--- config.mk ---
export PLATFORM = sky130hd
export DESIGN_NAME = imem_loader
export DESIGN_NICKNAME = d
export VERILOG_FILES = /design/src/rtl/imem_loader.sv
export SDC_FILE = /design/constraint.sdc
export NUM_CORES = 1
export LEC_CHECK = 0
export ABC_CLOCK_PERIOD_IN_PS = 5100
export BUFFER_PORTS_ARGS = -buffer_cell sky130_fd_sc_hd__buf_2
export CORE_AREA = 2 2 76 78
export DETAILED_ROUTE_END_ITERATION = 10
export DIE_AREA = 0 0 78 80
export GPL_TIMING_DRIVEN = 0
export PLACE_DENSITY = 0.82
export SLEW_MARGIN = 20
export SYNTH_ARGS = -nofsm -noshare
export SYNTH_HDL_FRONTEND = slang
export SYNTH_SLANG_ARGS = --single-unit
--- constraint.sdc ---
create_clock -name clk -period 5.1 [get_ports clk]
set_input_delay 0.51 -clock clk [delete_from_list [all_inputs] [get_ports clk]]
set_output_delay 0.51 -clock clk [all_outputs]
set_load 0.005 [all_outputs]
--- src/rtl/imem_loader.sv ---
// imem_loader: receives a framed byte stream (A5, count, hi/lo word pairs) and writes it into
// instruction memory while holding the CPU in reset. Optional checksum byte: LOADER_CHECKSUM_EN.
`default_nettype none

module imem_loader #(
    parameter int ADDR_W = 8
) (
    input  logic              clk,
    input  logic              reset,
    input  logic [7:0]        rx_data,
    input  logic              rx_valid,
    output logic              rx_ready,
    output logic              imem_we,
    output logic [ADDR_W-1:0] imem_addr,
    output logic [15:0]       imem_wdata,
    output logic              cpu_hold,
    output logic              load_done,
    output logic              load_err,
    output logic [ADDR_W:0]   words_loaded
);

    typedef enum logic [2:0] {
        S_IDLE  = 3'd0,
        S_COUNT = 3'd1,
        S_HI    = 3'd2,
        S_LO    = 3'd3,
`ifdef LOADER_CHECKSUM_EN
        S_CHECK = 3'd4,
`endif
        S_DONE  = 3'd5,
        S_ERROR = 3'd6
    } state_t;

    localparam logic [7:0] c_HEADER    = 8'hA5;
    localparam logic [8:0] c_MAX_WORDS = 9'(1 << ADDR_W);

    state_t              state_q;
    logic                rx_ready_q;
    logic                imem_we_q;
    logic [ADDR_W-1:0]   imem_addr_q;
    logic [15:0]         imem_wdata_q;
    logic                cpu_hold_q;
    logic                load_done_q;
    logic                load_err_q;
    logic [ADDR_W:0]     words_q;
    logic [ADDR_W-1:0]   addr_q;
    logic [7:0]          hi_q;
    logic [8:0]          n_q;
`ifdef LOADER_CHECKSUM_EN
    logic [7:0]          csum_q;
`endif

    logic                w_accept;
    logic [8:0]          w_n_eff;
    logic [8:0]          w_words_ext;
    logic                w_last;

    assign w_accept    = rx_valid & rx_ready_q;
    // A count byte of zero encodes the full 256-word frame.
    assign w_n_eff     = (rx_data == 8'h00) ? 9'd256 : {1'b0, rx_data};
    assign w_words_ext = 9'(words_q);
    assign w_last      = ((w_words_ext + 9'd1) == n_q);

    always_ff @(posedge clk or negedge reset) begin
        if (!reset) begin
            state_q      <= S_IDLE;
            rx_ready_q   <= 1'b0;
            imem_we_q    <= 1'b0;
            imem_addr_q  <= '0;
            imem_wdata_q <= '0;
            cpu_hold_q   <= 1'b0;
            load_done_q  <= 1'b0;
            load_err_q   <= 1'b0;
            words_q      <= '0;
            addr_q       <= '0;
            hi_q         <= '0;
            n_q          <= '0;
`ifdef LOADER_CHECKSUM_EN
            csum_q       <= '0;
`endif
        end else begin
            rx_ready_q <= 1'b1;
            imem_we_q  <= 1'b0;
            if (w_accept) begin
                case (state_q)
                    S_IDLE, S_DONE, S_ERROR: begin
                        if (rx_data == c_HEADER) begin
                            state_q     <= S_COUNT;
                            cpu_hold_q  <= 1'b1;
                            load_done_q <= 1'b0;
                            load_err_q  <= 1'b0;
                        end
                    end
                    S_COUNT: begin
                        words_q <= '0;
                        addr_q  <= '0;
                        n_q     <= w_n_eff;
`ifdef LOADER_CHECKSUM_EN
                        csum_q  <= '0;
`endif
                        if (w_n_eff > c_MAX_WORDS) begin
                            state_q     <= S_ERROR;
                            load_err_q  <= 1'b1;
                            load_done_q <= 1'b0;
                        end else begin
                            state_q <= S_HI;
                        end
                    end
                    S_HI: begin
                        hi_q    <= rx_data;
`ifdef LOADER_CHECKSUM_EN
                        csum_q  <= csum_q ^ rx_data;
`endif
                        state_q <= S_LO;
                    end
                    S_LO: begin
                        imem_we_q    <= 1'b1;
                        imem_addr_q  <= addr_q;
                        imem_wdata_q <= {hi_q, rx_data};
                        words_q      <= words_q + (ADDR_W+1)'(1);
`ifdef LOADER_CHECKSUM_EN
                        csum_q       <= csum_q ^ rx_data;
`endif
                        // The address holds at N-1 after the last word so it never wraps.
                        if (w_last) begin
`ifdef LOADER_CHECKSUM_EN
                            state_q <= S_CHECK;
`else
                            state_q     <= S_DONE;
                            cpu_hold_q  <= 1'b0;
                            load_done_q <= 1'b1;
                            load_err_q  <= 1'b0;
`endif
                        end else begin
                            addr_q  <= addr_q + ADDR_W'(1);
                            state_q <= S_HI;
                        end
                    end
`ifdef LOADER_CHECKSUM_EN
                    S_CHECK: begin
                        if (rx_data == csum_q) begin
                            state_q     <= S_DONE;
                            cpu_hold_q  <= 1'b0;
                            load_done_q <= 1'b1;
                            load_err_q  <= 1'b0;
                        end else begin
                            state_q     <= S_ERROR;
                            load_err_q  <= 1'b1;
                            load_done_q <= 1'b0;
                        end
                    end
`endif
                    default: begin
                        state_q <= S_IDLE;
                    end
                endcase
            end
        end
    end

    assign rx_ready     = rx_ready_q;
    assign imem_we      = imem_we_q;
    assign imem_addr    = imem_addr_q;
    assign imem_wdata   = imem_wdata_q;
    assign cpu_hold     = cpu_hold_q;
    assign load_done    = load_done_q;
    assign load_err     = load_err_q;
    assign words_loaded = words_q;

endmodule

`default_nettype wire

==> metrics.md, run 1 <==
| Metric | Value |
|---|---|
| PwrDens | `518 nW/um2` |
| Die width | `78 um` |
| Clk pin slew, worst setup/hold paths | `70 ps` |
| #FFs+latches synth | `66` |
| Fmax | `352 MHz` |
| Routability cong. | `0.841` |
| Synth Flop Type | `dfrtp_1` |
| Worst hold margin | `50.5 ps` |
| DP Area | `3500 um2` |
| Mux share of post-synthesis cell area | `6.99%` |
| Input/output buffers | `48` |
| Worst slew pin tran | `779 ps` |
| Syn Inst Count | `323` |
| LEAKAGE | `1.80 nW` |
| Slew Limit Fails | `0` |
| Final setup fails | `0` |
| DP Cell Count | `444` |
| Syn Std Cell Area | `3150 um2` |
| Synth unique cells | `49` |
| Largest family of logic cells by synthesized area | `simple AND/OR/NAND/NOR gates` |
| Post-Synth XOR/XNOR Area | `2.78%` |
| Post-synth ARST share | `100%` |
| Post-synthesis sequential area ratio | `52.4%` |
| Peak VDD IR | `296 uV` |
| Yosys top cell by area | `dfrtp_1` |
| Clock buffer depth | `2` |
| Synth Area in Simple Gates | `21.6%` |
| Core Box Area | `5410 um2` |
| CTS resizes | `0` |
| Antenna violations before repair | `0` |
| Antenna Cells | `0` |
| Setup bufs post-CTS | `0` |
| RSZ-0062 raised after global routing | `no` |
| Clk Tree Root Cell | `clkbuf_8` |
| Synthesis-to-finish area growth | `17.1%` |
| Die Area | `6240 um2` |
| Die Ht | `80 um` |
| Yosys synthesis warning count | `0` |
| Initial detailed-routing violation count | `222` |
| Commonest cells post-synth | `nand2_1, dfrtp_1, clkbuf_1, mux2_2, o21ai_0` |
| R2R cell count | `7` |
| Initial core utilization | `58.3%` |
| CP endpoint kind | `flop` |
| Max FO, Critical Path | `7` |
| Fin area | `3690 um2` |
| FILL cells | `445` |
| Critical path type | `reg2reg` |
| Pin count of the biggest net entering global routing | `45` |
| DR WL/cell | `15.0 um` |
| Rel. slew slack | `47.6%` |
| Minimum clock period | `2840 ps` |
| Detailed-route wire length | `6860 um` |
| Net count after synthesis | `336` |
| Syn avg cell area | `9.75 um2` |
| CP startpoint kind | `flop` |
| Max cap viols | `0` |
| Synth top area share | `52.4%` |
| Setup WS pre-CTS | `2360 ps` |
| PnR worst setup slack | `2260 ps` |
| CTS tree | `done` |
| Synth Area in Compound Gates | `12.2%` |
| Clock latency on the worst-skew pair | `340 ps` |
| Detailed-route via count | `2,533` |
| Via density per instance | `5.52` |
| Most numerous cell in the Yosys netlist | `nand2_1` |
| Period Utilization, post-route | `55.8%` |
| Final ANT Viol Nets | `0` |
| Hold Vio Cnt, Final | `0` |
| Post-Synth Adder-Cell Area | `0.794%` |
| Drc violations | `0` |
| Hold Crit Class | `in2async` |
| All-Layer GR Usage | `24.2%` |
| Clk_skew | `6.97 ps` |
| DP Wirelength | `4940 um` |
| Vias in the first global route | `2,482` |
| Number of synthesized flops with an enable pin | `0` |
| Final Power | `1.91 mW` |
| WP data required | `5320 ps` |
| Fraction of layout cells with a size suffix above 1 | `22.2%` |
| Fin cells | `459` |
| Setup TNS | `0 ps` |
| Nets | `396` |
| # rows | `27` |
| Hold_buf cts | `0` |
| GRT overflow | `0` |
| Global-route wire length before repair | `11,700 um` |
| CTS Buf Count | `9` |
| DR pass1 iterations | `5` |
| Critical Path AT | `3060 ps` |
| Final core utilization | `68.3%` |
| Ports | `49` |
| H-tree levels | `3` |
| Sink Count | `66` |
| Top cells by area, synth | `dfrtp_1, nand2_1, mux2_2, o21ai_0, clkbuf_1` |
| Status | `finished clean` |
-- final timing paths --
kind | slack [ps] | to | startpoint
setup reg to reg | 2260 | addr_q[2]$_DFFE_PN0P_ | words_loaded[0]$_DFFE_PN0P_
max in group asynchronous | 4520 | addr_q[4]$_DFFE_PN0P_ | reset
hold / removal | 50 | words_loaded[3]$_DFFE_PN0P_ | reset
hold reg to reg | 470 | imem_addr[3]$_DFFE_PN0P_ | imem_addr[3]$_DFFE_PN0P_
min in group clk | 410 | imem_wdata[1]$_DFFE_PN0P_ | rx_data[1]
setup / recovery | 2260 | addr_q[2]$_DFFE_PN0P_ | words_loaded[0]$_DFFE_PN0P_
-- report_power, final --
| part | switching (mW) | internal [mW] | leakage (nW) |
|---|---|---|---|
| Sequential | 0.123 | 0.701 | 0.834 |
| Combinational | 0.367 | 0.293 | 0.872 |
| Clock | 0.189 | 0.237 | 0.0897 |
| Total | 0.680 | 1.23 | 1.80 |
-- area by class of cell --
class	instances	area [um2]	area share (%)
tap	72	90.1	2.44
clock inverter	2	37.5	1.02
inverter	8	30.0	0.814
clock buffer	13	149	4.04
sequential	66	1650	44.8
timing repair buffer	49	263	7.12
multi-input combinational	232	1400	38.0
buffer	17	65.1	1.76
-- kinds of logic after synthesis --
| kind of cell | count (synthesis) |
|---|---|
| multiplexers | 20 |
| flip-flops | 66 |
| XOR/XNOR | 10 |
| other | 1 |
| AND/OR/NAND/NOR | 146 |
| buffers and inverters | 25 |
| adder cells (fa/ha/maj) | 2 |
| AO/OA/AOI/OAI | 53 |
-- registers in the layout, summed over array words and instances (netlist names) --
signal and cells:
hi_q 8, imem_addr 8, imem_wdata 16, rx_ready 1
cpu_hold 1, load_done 1, imem_we 1, n_q 9
state_q 3, words_loaded 9, load_err 1, addr_q 8
-- per-layer routing --
metal / GRT usage, % / vias to the layer above / wire [um]
li1: - / 1235 / -
met1: 33.2 / 1228 / 3110
met2: 38.0 / 63 / 3350
met3: 5.43 / 7 / 355
met4: 8.60 / 0 / 45
met5: 0 / - / 0
-- worst max-delay path, stage by stage (launching register included) --
cell       delay (ps)
dfrtp_1           480
ha_1              340
or4bb_2           650
o2111ai_1         170
o211ai_1          260
a2111oi_4         460
nor3_1            100
a211o_1           280
-- placed cells by master, fill, tap and decap left out, drive strengths merged, types with 3 or more instances in the layout --
cell / count
nand3b: 4
buf: 50
a21oi: 6
a2111oi: 5
xor2: 6
dfrtp: 66
xnor2: 4
nand3: 5
mux2: 16
clkbuf: 29
o31ai: 4
nor3: 3
and2: 4
mux2i: 4
a31oi: 4
and3: 5
nor2b: 3
o21ai: 16
nor2: 10
nand2: 94
nand4: 4
inv: 8
o211ai: 4
nand2b: 5
Note: power is estimated with default switching activity, not from simulation.
==> run 2, diff against run 1 <==
Settings changed: ABC_CLOCK_PERIOD_IN_PS 5100 to 2450, CORE_AREA 2 2 76 78 to 2 2 82 84, DIE_AREA 0 0 78 80 to 0 0 84 86, PLACE_DENSITY 0.82 to 0.74.
Clock period 5.1 ns to 2.45 ns, I/O delays scaled along.
==> run 2 against run 1 <==
Compared with the run above:
- via count is 4.6% higher
- global-route usage fell by 1.7 points
- cell count is 3.9% higher
- die area increased by 16%
- sequential share of layout area down 2.2 points
- critical path type unchanged
- largest power group unchanged
- highest routed layer unchanged
==> metrics.md, run 2 (synthesized netlist as in run 1, its figures left out) <==
| Metric | Value |
|---|---|
| Fraction of layout cells with a size suffix above 1 | `28.2% (+6.0 points)` |
| Rel. slew slack | `58.1% (+10 points)` |
| Clk pin slew, worst setup/hold paths | `80 ps (about the same)` |
| Die Ht | `86 um (+7.5%)` |
| Sink Count | `66 (unchanged)` |
| Minimum clock period | `2420 ps (-424 ps)` |
| Detailed-route wire length | `7570 um (+10%)` |
| Worst hold margin | `134 ps (+83.5 ps)` |
| Final core utilization | `62.1% (-6.2 points)` |
| DR WL/cell | `15.9 um (+6.1%)` |
| Fmax | `413 MHz (+18%)` |
| Hold path endpoint | `imem_wdata[3]$_DFFE_PN0P_` |
| Clk Tree Root Cell | `clkbuf_8` |
| Hold Crit Class | `in2reg` |
| Period Utilization, post-route | `98.8% (+43 points)` |
| Slew Limit Fails | `0 (unchanged)` |
| Hold Vio Cnt, Final | `0 (unchanged)` |
| Max FO, Critical Path | `5 (-2)` |
| Critical path type | `reg2reg` |
| Status | `finished clean` |
| Final setup fails | `0 (unchanged)` |
| CTS Buf Count | `9 (unchanged)` |
| Most frequent cells in the layout | `nand2_1, dfrtp_1, buf_2` |
| WP data required | `2680 ps (-2640 ps)` |
| R2R cell count | `7 (unchanged)` |
| Vias in the first global route | `2,603 (+4.9%)` |
| Min-delay src | `rx_data[3]` |
| PwrDens | `1100 nW/um2 (+110%)` |
| Initial core utilization | `50.2% (-8.1 points)` |
| DP Cell Count | `449 (+1.1%)` |
| Nets | `408 (+3.0%)` |
| CP endpoint kind | `flop` |
| Peak VDD IR | `642 uV (+120%)` |
| Commonest non-fill, non-tap cell in the layout | `nand2_1` |
| Pin count of the biggest net entering global routing | `45 (unchanged)` |
| R2R Setup Slk | `30 ps (-2230 ps)` |
| Clock latency on the worst-skew pair | `350 ps (about the same)` |
| DR pass1 iterations | `4 (-1)` |
| Clock buffer depth | `2 (unchanged)` |
| Global-route wire length before repair | `12,700 um (+8.1%)` |
| Ports | `49 (unchanged)` |
| All-Layer GR Usage | `22.4% (-1.7 points)` |
| Largest register FFs | `16 (unchanged)` |
| Routability cong. | `0.862 (+2.4%)` |
| Die width | `84 um (+7.7%)` |
| CP startpoint kind | `flop` |
| Initial detailed-routing violation count | `203 (-8.6%)` |
| Cell depth of the worst min-delay path | `3` |
| CTS tree | `done` |
| Final ANT Viol Nets | `0 (unchanged)` |
| Reg2Reg Capture Point | `addr_q[2]$_DFFE_PN0P_` |
| Critical Path AT | `2650 ps (-410 ps)` |
| RSZ-0062 raised after global routing | `yes` |
| GRT overflow | `0 (unchanged)` |
| Synthesis-to-finish area growth | `23.7%` |
| Worst slew pin tran | `628 ps (-152 ps)` |
| Max cap viols | `0 (unchanged)` |
| Launch point of the worst reg-to-reg path | `words_loaded[0]$_DFFE_PN0P_` |
| Clk_skew | `9.35 ps (+2.38 ps)` |
| Core Box Area | `6280 um2 (+16%)` |
| H-tree levels | `3 (unchanged)` |
| DP Wirelength | `5070 um (+2.6%)` |
| # rows | `29 (+7.4%)` |
| Input/output buffers | `48 (unchanged)` |
| Via density per instance | `5.56 (+0.67%)` |
| Detailed-route via count | `2,650 (+4.6%)` |
| Fin cells | `477 (+3.9%)` |
| Antenna Cells | `0 (unchanged)` |
| Drc violations | `0 (unchanged)` |
| LEAKAGE | `1.87 nW (+4.1%)` |
| Antenna violations before repair | `0 (unchanged)` |
| Die Area | `7220 um2 (+16%)` |
-- run 2: critical path: stages (launching register included) --
cell       delay (ps)
dfrtp_2           420
buf_6             130
nand3_4            80
o21a_1            220
or4b_4            570
a2111oi_4         500
nor3_1            110
a211o_1           270
-- run 2: worst max path at each step --
stage / start / to / slack, ps / cells past startpoint
after detailed placement: words_loaded[0]$_DFFE_PN0P_ / addr_q[7]$_DFFE_PN0P_ / -230 / 6
after global routing: words_loaded[0]$_DFFE_PN0P_ / addr_q[2]$_DFFE_PN0P_ / -40 / 7
after CTS: words_loaded[0]$_DFFE_PN0P_ / addr_q[7]$_DFFE_PN0P_ / 0.6 / 7
after global placement: words_loaded[0]$_DFFE_PN0P_ / addr_q[2]$_DFFE_PN0P_ / -140 / 7
after floorplan: words_loaded[0]$_DFFE_PN0P_ / addr_q[2]$_DFFE_PN0P_ / 40 / 7
final: words_loaded[0]$_DFFE_PN0P_ / addr_q[2]$_DFFE_PN0P_ / 30 / 7
-- run 2: power breakdown --
group          internal [mW]  leakage, nW  switching, mW
clock network          0.574       0.0987          0.434
registers               1.46        0.827          0.262
logic                  0.727        0.944          0.843
total                   2.76         1.87           1.54
-- run 2: routing by layer --
layer | GRT usage [%] | vias to the layer above | routed length, um
li1 | - | 1263 | -
met1 | 29.2 | 1287 | 3340
met2 | 35.3 | 87 | 3620
met3 | 6.74 | 13 | 467
met4 | 9.38 | 0 | 148
met5 | 0 | - | 0
-- run 2: area by class of cell --
type / instances / area [um2]
plain buffers: 15 / 57.6
fillers: 540 / 2380
clock buffers: 10 / 128
repair buffers: 63 / 374
multi-input cells: 232 / 1460
well taps: 77 / 96.3
clock inverters: 6 / 91.3
flip-flops and latches: 66 / 1660
inverters: 8 / 30.0
-- run 2: metrics by stage --
| stage | setup slack, ps | power (mW) | instance area (um2) | TNS, ps |
|---|---|---|---|---|
| detailed placement | -230 | 3.11 | 3510 | -1580 |
| CTS | 0.554 | 4.26 | 3840 | 0 |
| global route | -43.4 | 4.59 | 3900 | -43.4 |
| floorplan | 39.3 | 2.62 | 3150 | 0 |
| global placement | -140 | 3.03 | 3490 | -874 |
| finish | 29.2 | 4.30 | 3900 | 0 |
-- run 2: what timing repair did --
action                                  CTS  global route
gates resized for setup                   9            11
pin swaps                                 6             8
hold endpoints to repair                 22             0
hold buffers                              1             0
buffers inserted                          9             4
endpoints found under the setup margin   18            17
